### src/rtl/vr_producer.sv
// Valid/ready sequence source: on start, emits len items base, base+step, ...
// with an optional idle gap between items, and keeps transfer/stall statistics.
module vr_producer #(
  parameter int DW = 8,
  parameter int GW = 4,
  parameter int SW = 16
) (
  input  logic          clk,
  input  logic          rst_n,
  output logic          o_prp_valid,
  output logic [DW-1:0] o_prp_data,
  input  logic          i_prp_rdy,
  input  logic          i_start,
  input  logic [DW-1:0] i_base,
  input  logic [DW-1:0] i_step,
  input  logic [7:0]    i_len,
  input  logic [GW-1:0] i_gap,
  output logic          o_busy,
  output logic          o_done,
  output logic [7:0]    o_sent_cnt,
  output logic [SW-1:0] o_stall_cnt
);

  // state | meaning
  // IDLE  | waiting for start; statistics hold
  // SEND  | valid high, item held until the consumer takes it
  // GAP   | valid low, counting down idle cycles before the next item
  // DONE  | one-cycle done pulse, then back to IDLE
  typedef enum logic [1:0] {IDLE, SEND, GAP, DONE} state_t;

  state_t        r_state;
  logic [DW-1:0] r_step;
  logic [7:0]    r_len;
  logic [GW-1:0] r_gap;
  logic [GW-1:0] r_gap_cnt;
  logic          w_xfer;
  logic          w_last;

  assign w_xfer = o_prp_valid & i_prp_rdy;
  assign w_last = (o_sent_cnt + 8'd1) == r_len;

  always_ff @(posedge clk or negedge rst_n) begin
    if (!rst_n) begin
      r_state     <= IDLE;
      r_step      <= '0;
      r_len       <= '0;
      r_gap       <= '0;
      r_gap_cnt   <= '0;
      o_prp_valid <= 1'b0;
      o_prp_data  <= '0;
      o_busy      <= 1'b0;
      o_done      <= 1'b0;
      o_sent_cnt  <= '0;
      o_stall_cnt <= '0;
    end else begin
      case (r_state)
        IDLE: begin
          if (i_start) begin
            r_step      <= i_step;
            r_len       <= i_len;
            r_gap       <= i_gap;
            o_sent_cnt  <= '0;
            o_stall_cnt <= '0;
            o_busy      <= 1'b1;
            o_prp_data  <= i_base;
            if (i_len == 8'd0) begin
              r_state <= DONE;
              o_done  <= 1'b1;
            end else begin
              r_state     <= SEND;
              o_prp_valid <= 1'b1;
            end
          end
        end
        SEND: begin
          if (!i_prp_rdy && (o_stall_cnt != {SW{1'b1}}))
            o_stall_cnt <= o_stall_cnt + 1'b1;
          if (w_xfer) begin
            o_sent_cnt <= o_sent_cnt + 8'd1;
            if (w_last) begin
              r_state     <= DONE;
              o_prp_valid <= 1'b0;
              o_done      <= 1'b1;
            end else begin
              o_prp_data <= o_prp_data + r_step;
              if (r_gap != '0) begin
                r_state     <= GAP;
                r_gap_cnt   <= r_gap;
                o_prp_valid <= 1'b0;
              end
            end
          end
        end
        GAP: begin
          // terminal count at 1 gives exactly r_gap cycles with valid low
          if (r_gap_cnt == {{(GW-1){1'b0}}, 1'b1}) begin
            r_state     <= SEND;
            o_prp_valid <= 1'b1;
          end else begin
            r_gap_cnt <= r_gap_cnt - 1'b1;
          end
        end
        DONE: begin
          r_state <= IDLE;
          o_done  <= 1'b0;
          o_busy  <= 1'b0;
        end
        default: r_state <= IDLE;
      endcase
    end
  end

endmodule

### config.mk
export PLATFORM = sky130hd
export DESIGN_NAME = vr_producer
export DESIGN_NICKNAME = d
export VERILOG_FILES = /design/src/rtl/vr_producer.sv
export SDC_FILE = /design/constraint.sdc
export NUM_CORES = 1
export LEC_CHECK = 0
export CAP_MARGIN = 15
export CORE_ASPECT_RATIO = 1.1
export CORE_UTILIZATION = 56
export DETAILED_ROUTE_END_ITERATION = 6
export PLACE_DENSITY = 0.95
export SETUP_SLACK_MARGIN = 0.3
export SYNTH_ARGS = -nofsm -noshare
export SYNTH_HDL_FRONTEND = slang
export SYNTH_SLANG_ARGS = --single-unit
### constraint.sdc
create_clock -name clk -period 6.6 [get_ports clk]
set_input_delay 1.32 -clock clk [delete_from_list [all_inputs] [get_ports clk]]
set_output_delay 1.32 -clock clk [all_outputs]
set_load 0.1 [all_outputs]
# == Word-level counts from Yosys, hierarchy flattened ==
# Index checks and enable logic that the tools add are counted.
# totals
ff_bits,61
input_bits,32
wordCells,88
# classes
n_addsub,4
n_eq_ne,17
n_mux,36
bitwise_logic,1
n_reduce_logical,19
# op_table
cell,n
$mux W8,5
$mux W16,2
$pmux W16 S2,1
$pmux W8 S2,2
$ne A2 B2 Y1 const B,10
$add A16 B1 Y16 const B,1
$mux W4,4
$ne A16 B16 Y1 const B,1
$mux W2,6
$mux W1,11
$reduce_and A5 Y1,2
$add A8 B1 Y8 const B,1
$add A8 B8 Y8,1
$eq A8 B8 Y1,1
$logic_not A8 Y1,1
$pmux W2 S4,1
$pmux W4 S2,1
$reduce_and A4 Y1,2
$pmux W1 S3,2
$reduce_and A3 Y1,2
$reduce_and A6 Y1,1
$reduce_bool A2 Y1,3
$reduce_bool A3 Y1,2
$eq A2 B2 Y1 const B,2
other kinds (11),12

# == Longest topological paths before layout ==
# Gate-level depths: netlist of the first run.
# depth
ltp_word,5
mapped_depth,10

# == Worst setup path before layout of the first run ==
# No wires, ideal clock.
# synth_path
path_type,flip-flop to flip-flop
start,register o_sent_cnt[0]
end,register r_gap_cnt[2]
arrival_time_ns,2.764
t_required_ns,6.513
slack_ns,3.748
stages_incl_launch_ff,10
cell_sequence,dfrtp_1 ha_1 nand3_1 xnor2_1 mux2i_1 a21oi_2 nor2_2 buf_6 or3_1 a22oi_1
# synth_via
elab_chain_len,4
# synth_lines
element,line_no,text
start: declaration,20,"output logic [7:0] o_sent_cnt,"
start signal: assignment,79,o_sent_cnt <= o_sent_cnt + 8'd1;
$add A8 B1 Y8,40,assign w_last = (o_sent_cnt + 8'd1) == r_len;
$eq A8 B8 Y1,40,
$ne A2 B2 Y1 (no line),-,
$reduce_and A5 Y1 (no line),-,
end signal: assignment,88,r_gap_cnt <= r_gap;
end signal: assignment,100,r_gap_cnt <= r_gap_cnt - 1'b1;
end: declaration,35,logic [GW-1:0] r_gap_cnt;
# Every way passes these cells.
# A chain may end at the register's enable or synchronous reset.

# == Worst setup path in the final report of the first run ==
# layout_path
start,input i_start
end,register o_stall_cnt[13]
# layout_via
elab_chain_len,2
# layout_lines
element,line_no,text
start: declaration,13,"input logic i_start,"
$ne A2 B2 Y1 (no line),-,
$reduce_and A3 Y1 (no line),-,
end signal: assignment,77,o_stall_cnt <= o_stall_cnt + 1'b1;
end: declaration,21,output logic [SW-1:0] o_stall_cnt
# Every way passes these cells.

==> flow_summary.yaml, run 1 <==
outcome:
  status: "completed"
floorplan:
  die-area_mm2: 0.006409
  die_x_um: 76.43
  coreArea_mm2: 0.005806
  ios: 67
  die_height_um: 83.87
  start_util_pct: 58.77
  num_rows: 29
route:
  ant_nets: 0
  drt-total-wl_mm: 8.743
  firstDrtPassIters: 5
  vias: 3156
  wl_per_cell_um: 16.56
  vias_per_cell: 5.977
  drc: 0
  drt_iter0_markers: 189
clock_network:
  hold_buffers: 0
  path_clk_slew_ns: 0.06
  cts.sinks: 61
  htree_levels: 3
  cts_buffers: 9
  clockBufferDepth: 2
  post_cts_buffers: 0
  cts_resized: 0
  cts_tree: "done"
  clock_latency_ns: 0.35
  root_buffer: "clkbuf_8"
sta:
  fin_crit_ns: 3.630
  tightest_slew_ns: 1.041
  setup_viol: 0
  rsz0062_at_grt: "false"
  setup_tns_ns: 0
  maxSlewViolCount: 0
  slew_headroom_pct: 30.41
  clock_skew_ns: 0.01251
  hold_viol_final: 0
  period_share_pct: 55.00
  fmax_ghz: 0.2755
global_route:
  grt_overflow: 0
  antenna_found_initial: 0
  grt_pass1_wl_mm: 14.74
  grt_pass1_vias: 3135
  grt_usage_pct: 29.76
  grt_max_degree: 62
setup_path:
  path_max_fanout: 24
  crit_arrival_ns: 3.85
  cp.required_ns: 6.82
  path_class: "input pin to flop"
  endpoint_kind: "flop"
  crit_path_start_kind: "input pin"
finish:
  layout_common_cells: "84 x nand2_1, 65 x clkdlybuf4s50_1, 61 x dfrtp_1, 37 x nor2_1, 27 x o21ai_0"
  layout_commonest_cell: "nand2_1"
  syn2layout_area_growth_pct: 26.77
  final_nets: 490
  stdcell_count: 528
  ff_latch_area_mm2: 0.001526
  final_layout_size_suffix_gt1_share_pct: 7.539
  antenna_cells: 0
  nFillCells: 417
  multiInputGateArea_mm2: 0.001792
flow_run:
  cap_violations: 0
power:
  vdd_drop_max_v: 0.0003707
  p_leak_nw: 1.890
  power_density_mw_per_mm2: 494.1
synth:
  yosys_warnings: 0
  yosysSeqAreaShare_pct: 44.74
  synth_seq_cells: 61
  syn_area_per_cell_um2: 8.932
  synth_area_mm2: 0.003412
  ys_types: 56
  synthesis.nets: 426
  synth-edff-count: 0
  synthCells: 382
  synth_flop_cell: "dfrtp_1"
  synthArstFlopShare_pct: 100.0
placement:
  globalplace.congestion: 0.8793
  hpwl_mm: 6.023
  port_buffers: 66
  dp.cells: 512
worst_hold_path:
  holdCritPathClass: "flop to flop"
## metal layers
layer / track usage, % / share of wire [%]
met2: 50.94 / 51
met5: 0 / 0
met3: 6.776 / 5.8
met4: 15.03 / 3.1
met1: 34.92 / 41
## cell families (layout without fill, tap and decap cells)
family / Yosys count / in the layout / synth area share (%)
buffers and inverters: 23 / 92 / 2.824
multiplexers: 6 / 6 / 1.834
AO/OA/AOI/OAI: 77 / 77 / 15.55
AND/OR/NAND/NOR: 175 / 175 / 23.25
XOR/XNOR: 28 / 28 / 7.188
flip-flops: 61 / 61 / 44.74
adder cells (fa/ha/maj): 12 / 12 / 4.620
## synth_stat cells, drive strengths merged, types with 2 or more instances
cell / instances / share of area [%]
nor2b: 5 / 0.92
nor2: 38 / 4.3
xnor2: 14 / 3.6
inv: 8 / 0.88
o31ai: 5 / 1.1
mux2: 2 / 0.66
nand4: 3 / 0.55
mux2i: 4 / 1.2
a221o: 2 / 0.59
dfrtp: 61 / 45
nand2: 84 / 9.2
or3: 2 / 0.40
a211oi: 5 / 1.2
o22a: 3 / 0.77
ha: 11 / 4.0
clkbuf: 12 / 1.3
and4: 2 / 0.59
xor2: 14 / 3.6
a31oi: 5 / 0.92
nand3: 15 / 2.2
o41ai: 2 / 1.1
a21oi: 11 / 1.8
buf: 3 / 0.62
and2: 3 / 0.62
o21ai: 27 / 4.0
a22oi: 2 / 0.44
and2b: 3 / 0.70
o22ai: 2 / 0.37
nor3: 7 / 1.0
nand2b: 3 / 0.55
nor4: 6 / 1.3
o211ai: 2 / 0.44
a21o: 4 / 0.92
## per-stage QoR
stage                     setup WS (ns)  hold slack [ns]  power (W)  area [um2]  utilization, %
final                             2.970           0.4946   0.002137        4325           74.50
after global placement            2.945           0.4645   0.001710        4115           70.88
after CTS                         3.015           0.4960   0.002134        4325           74.50
after detailed placement          2.764           0.4700   0.001772        4115           70.88
after floorplan                   3.748           0.4497   0.001487        3412               -
after global routing              2.779           0.5117   0.002270        4325           74.50
## flip-flops by register name, summed over array words and instances, names as in the netlist
register	count
o_stall_cnt	16
o_prp_data	8
o_sent_cnt	8
r_len	8
r_step	8
r_gap	4
r_gap_cnt	4
r_state	2
o_busy	1
o_done	1
o_prp_valid	1
## where the power goes
| part | total, W | internal, W | switching [W] |
|---|---|---|---|
| Combinational | 0.00116 | 0.000375 | 0.000781 |
| Sequential | 0.000628 | 0.000497 | 0.000131 |
| Clock | 0.000352 | 0.000195 | 0.000158 |
## cell type report
type	instances	area share, %
Sequential cell	61	35.29
Tap cell	77	2.227
Multi-Input combinational cell	298	41.42
Clock inverter	5	1.360
Timing Repair Buffer	68	15.50
Clock buffer	11	3.500
Inverter	8	0.6942
## worst max-delay path: stages
cell and delay, ns:
clkdlybuf4s50_1 0.47, nor2b_1 0.30, nand2b_1 0.59, a211oi_1 0.72, and2b_1 0.24, xnor2_1 0.14
nor2_1 0.06
## path summary, 6_finish.rpt
check / startpoint / endpoint / slack [ns] / depth (start not counted)
hold reg to reg: r_step[4] / r_step[4] / 0.49 / 2
setup / recovery: i_start / o_stall_cnt[13] / 2.97 / 7
max in group asynchronous: rst_n / o_stall_cnt[8] / 4.97 / 2
setup reg to reg: o_sent_cnt[0] / o_prp_data[5] / 3.82 / 8
hold / removal: r_step[4] / r_step[4] / 0.49 / 2
min in group asynchronous: rst_n / r_step[1] / 1.11 / 2
Power figures use the tool's default switching activity.
==> inputs of run 2 (changes only) <==
--- a/config.mk
+++ b/config.mk
@@ -7,9 +7,9 @@
 export LEC_CHECK = 0
 export CAP_MARGIN = 15
 export CORE_ASPECT_RATIO = 1.1
-export CORE_UTILIZATION = 56
+export CORE_UTILIZATION = 47
 export DETAILED_ROUTE_END_ITERATION = 6
-export PLACE_DENSITY = 0.95
+export PLACE_DENSITY = 0.88
 export SETUP_SLACK_MARGIN = 0.3
 export SYNTH_ARGS = -nofsm -noshare
 export SYNTH_HDL_FRONTEND = slang
==> constraint.sdc (replaced) <==
create_clock -name clk -period 3.03 [get_ports clk]
set_input_delay 0.606 -clock clk [delete_from_list [all_inputs] [get_ports clk]]
set_output_delay 0.606 -clock clk [all_outputs]
set_load 0.1 [all_outputs]
==> flow_summary.yaml, run 2 (synthesis gave the netlist of run 1 again) <==
outcome:
  status: "completed"
floorplan:
  die_x_um: 83.24
  start_util_pct: 48.70
  ios: 67
  coreArea_mm2: 0.007007
  die-area_mm2: 0.007605
  die_height_um: 91.36
  num_rows: 32
finish:
  top_register: "o_stall_cnt"
  largest_reg_flops: 16
  syn2layout_area_growth_pct: 25.34
  antenna_cells: 0
  layout_common_cells: "84 x nand2_1, 59 x dfrtp_1, 38 x buf_4, 37 x nor2_1, 30 x clkdlybuf4s50_1"
  layout_commonest_cell: "nand2_1"
  final_layout_size_suffix_gt1_share_pct: 16.15
  final_nets: 492
clock_network:
  post_cts_buffers: 0
  cts_resized: 0
  clock_latency_ns: 0.34
  cts.sinks: 61
  root_buffer: "clkbuf_8"
  clockBufferDepth: 2
  hold_buffers: 0
  cts_tree: "done"
  path_clk_slew_ns: 0.07
  cts_buffers: 9
  htree_levels: 3
setup_path:
  path_max_fanout: 13
  cp.required_ns: 3.25
  crit_path_start_kind: "flop"
  endpoint_kind: "flop"
  crit_arrival_ns: 2.73
  path_class: "flop to flop"
route:
  ant_nets: 0
  drt-total-wl_mm: 8.164
  firstDrtPassIters: 5
  vias_per_cell: 5.683
  wl_per_cell_um: 15.20
  drt_iter0_markers: 249
  drc: 0
  vias: 3052
sta:
  slew_headroom_pct: 37.85
  clock_skew_ns: 0.01116
  tightest_slew_ns: 0.9288
  setup_tns_ns: 0
  setup_ws_ns: 0.5229
  maxSlewViolCount: 0
  rsz0062_at_grt: "false"
  fmax_ghz: 0.3989
  period_share_pct: 82.74
  setup_viol: 0
  hold_viol_final: 0
  fin_crit_ns: 2.507
power:
  p_leak_nw: 1.961
  vdd_drop_max_v: 0.0005671
  power_density_mw_per_mm2: 1066
placement:
  globalplace.congestion: 0.9319
  dpl_worst_slack_ns: 0.3543
  hpwl_mm: 5.927
  port_buffers: 66
worst_hold_path:
  holdCritPathClass: "input pin to asynchronous set/reset pin"
global_route:
  grt_overflow: 0
  grt_pass1_wl_mm: 13.78
  grt_max_degree: 40
  antenna_found_initial: 0
  grt_usage_pct: 22.66
  grt_pass1_vias: 3033
flow_run:
  cap_violations: 0
[run 2: report_power, final]
group / internal, W / switching [W] / leakage [nW]
Combinational: 0.000790 / 0.00167 / 1.08
Clock: 0.000417 / 0.000316 / 0.101
Sequential: 0.00109 / 0.000282 / 0.780
Total: 0.00229 / 0.00226 / 1.96
[run 2: final cells by class]
type                            instances  area [um2]
Fill cell                             575        2730
Multi-Input combinational cell        298        1802
Sequential cell                        61        1529
Timing Repair Buffer                   70       610.6
Clock buffer                           11       151.4
Tap cell                               85       106.4
Clock inverter                          4       47.55
Inverter                                8       30.03
[run 2: path summary, 6_finish.rpt]
kind / cells after the start / from / end / slack, ns
setup / recovery: 8 / o_sent_cnt[0] / o_prp_data[6] / 0.52
hold / removal: 1 / rst_n / r_step[0] / 0.30
setup reg to reg: 8 / o_sent_cnt[0] / o_prp_data[6] / 0.52
hold reg to reg: 2 / r_step[5] / r_step[5] / 0.48
max in group asynchronous: 2 / rst_n / o_sent_cnt[0] / 2.11
min in group clk: 2 / r_step[5] / r_step[5] / 0.48
[run 2: through the flow]
stage               util, %  total power, W  instance area [um2]  std cells  hold slack [ns]
global route          61.04        0.004849                 4277        537           0.3534
detailed placement    58.05        0.003819                 4068        522           0.4724
CTS                   60.89        0.004557                 4267        537           0.3234
global placement      58.05        0.003724                 4068        522           0.4657
finish                61.04        0.004558                 4277        537           0.2997
floorplan                 -        0.003241                 3415        382           0.3104
[run 2: worst max-delay path, cell delays in order (launching register included)]
cell       delay, ns
dfrtp_2         0.45
ha_1            0.27
xnor2_1         0.20
xnor2_1         0.09
nor4_2          0.34
o2111ai_2       0.25
nor2_4          0.31
a21oi_2         0.15
mux2_2          0.33
[run 2: per-layer routing]
layer  GRT usage, %  share of wire [%]  vias to the layer above
met3          4.818                6.5                       25
met1          28.56                 43                     1457
met4          12.36                2.9                        0
met2          36.34                 48                      116
li1               -                  -                     1454
met5              0                  0                        -
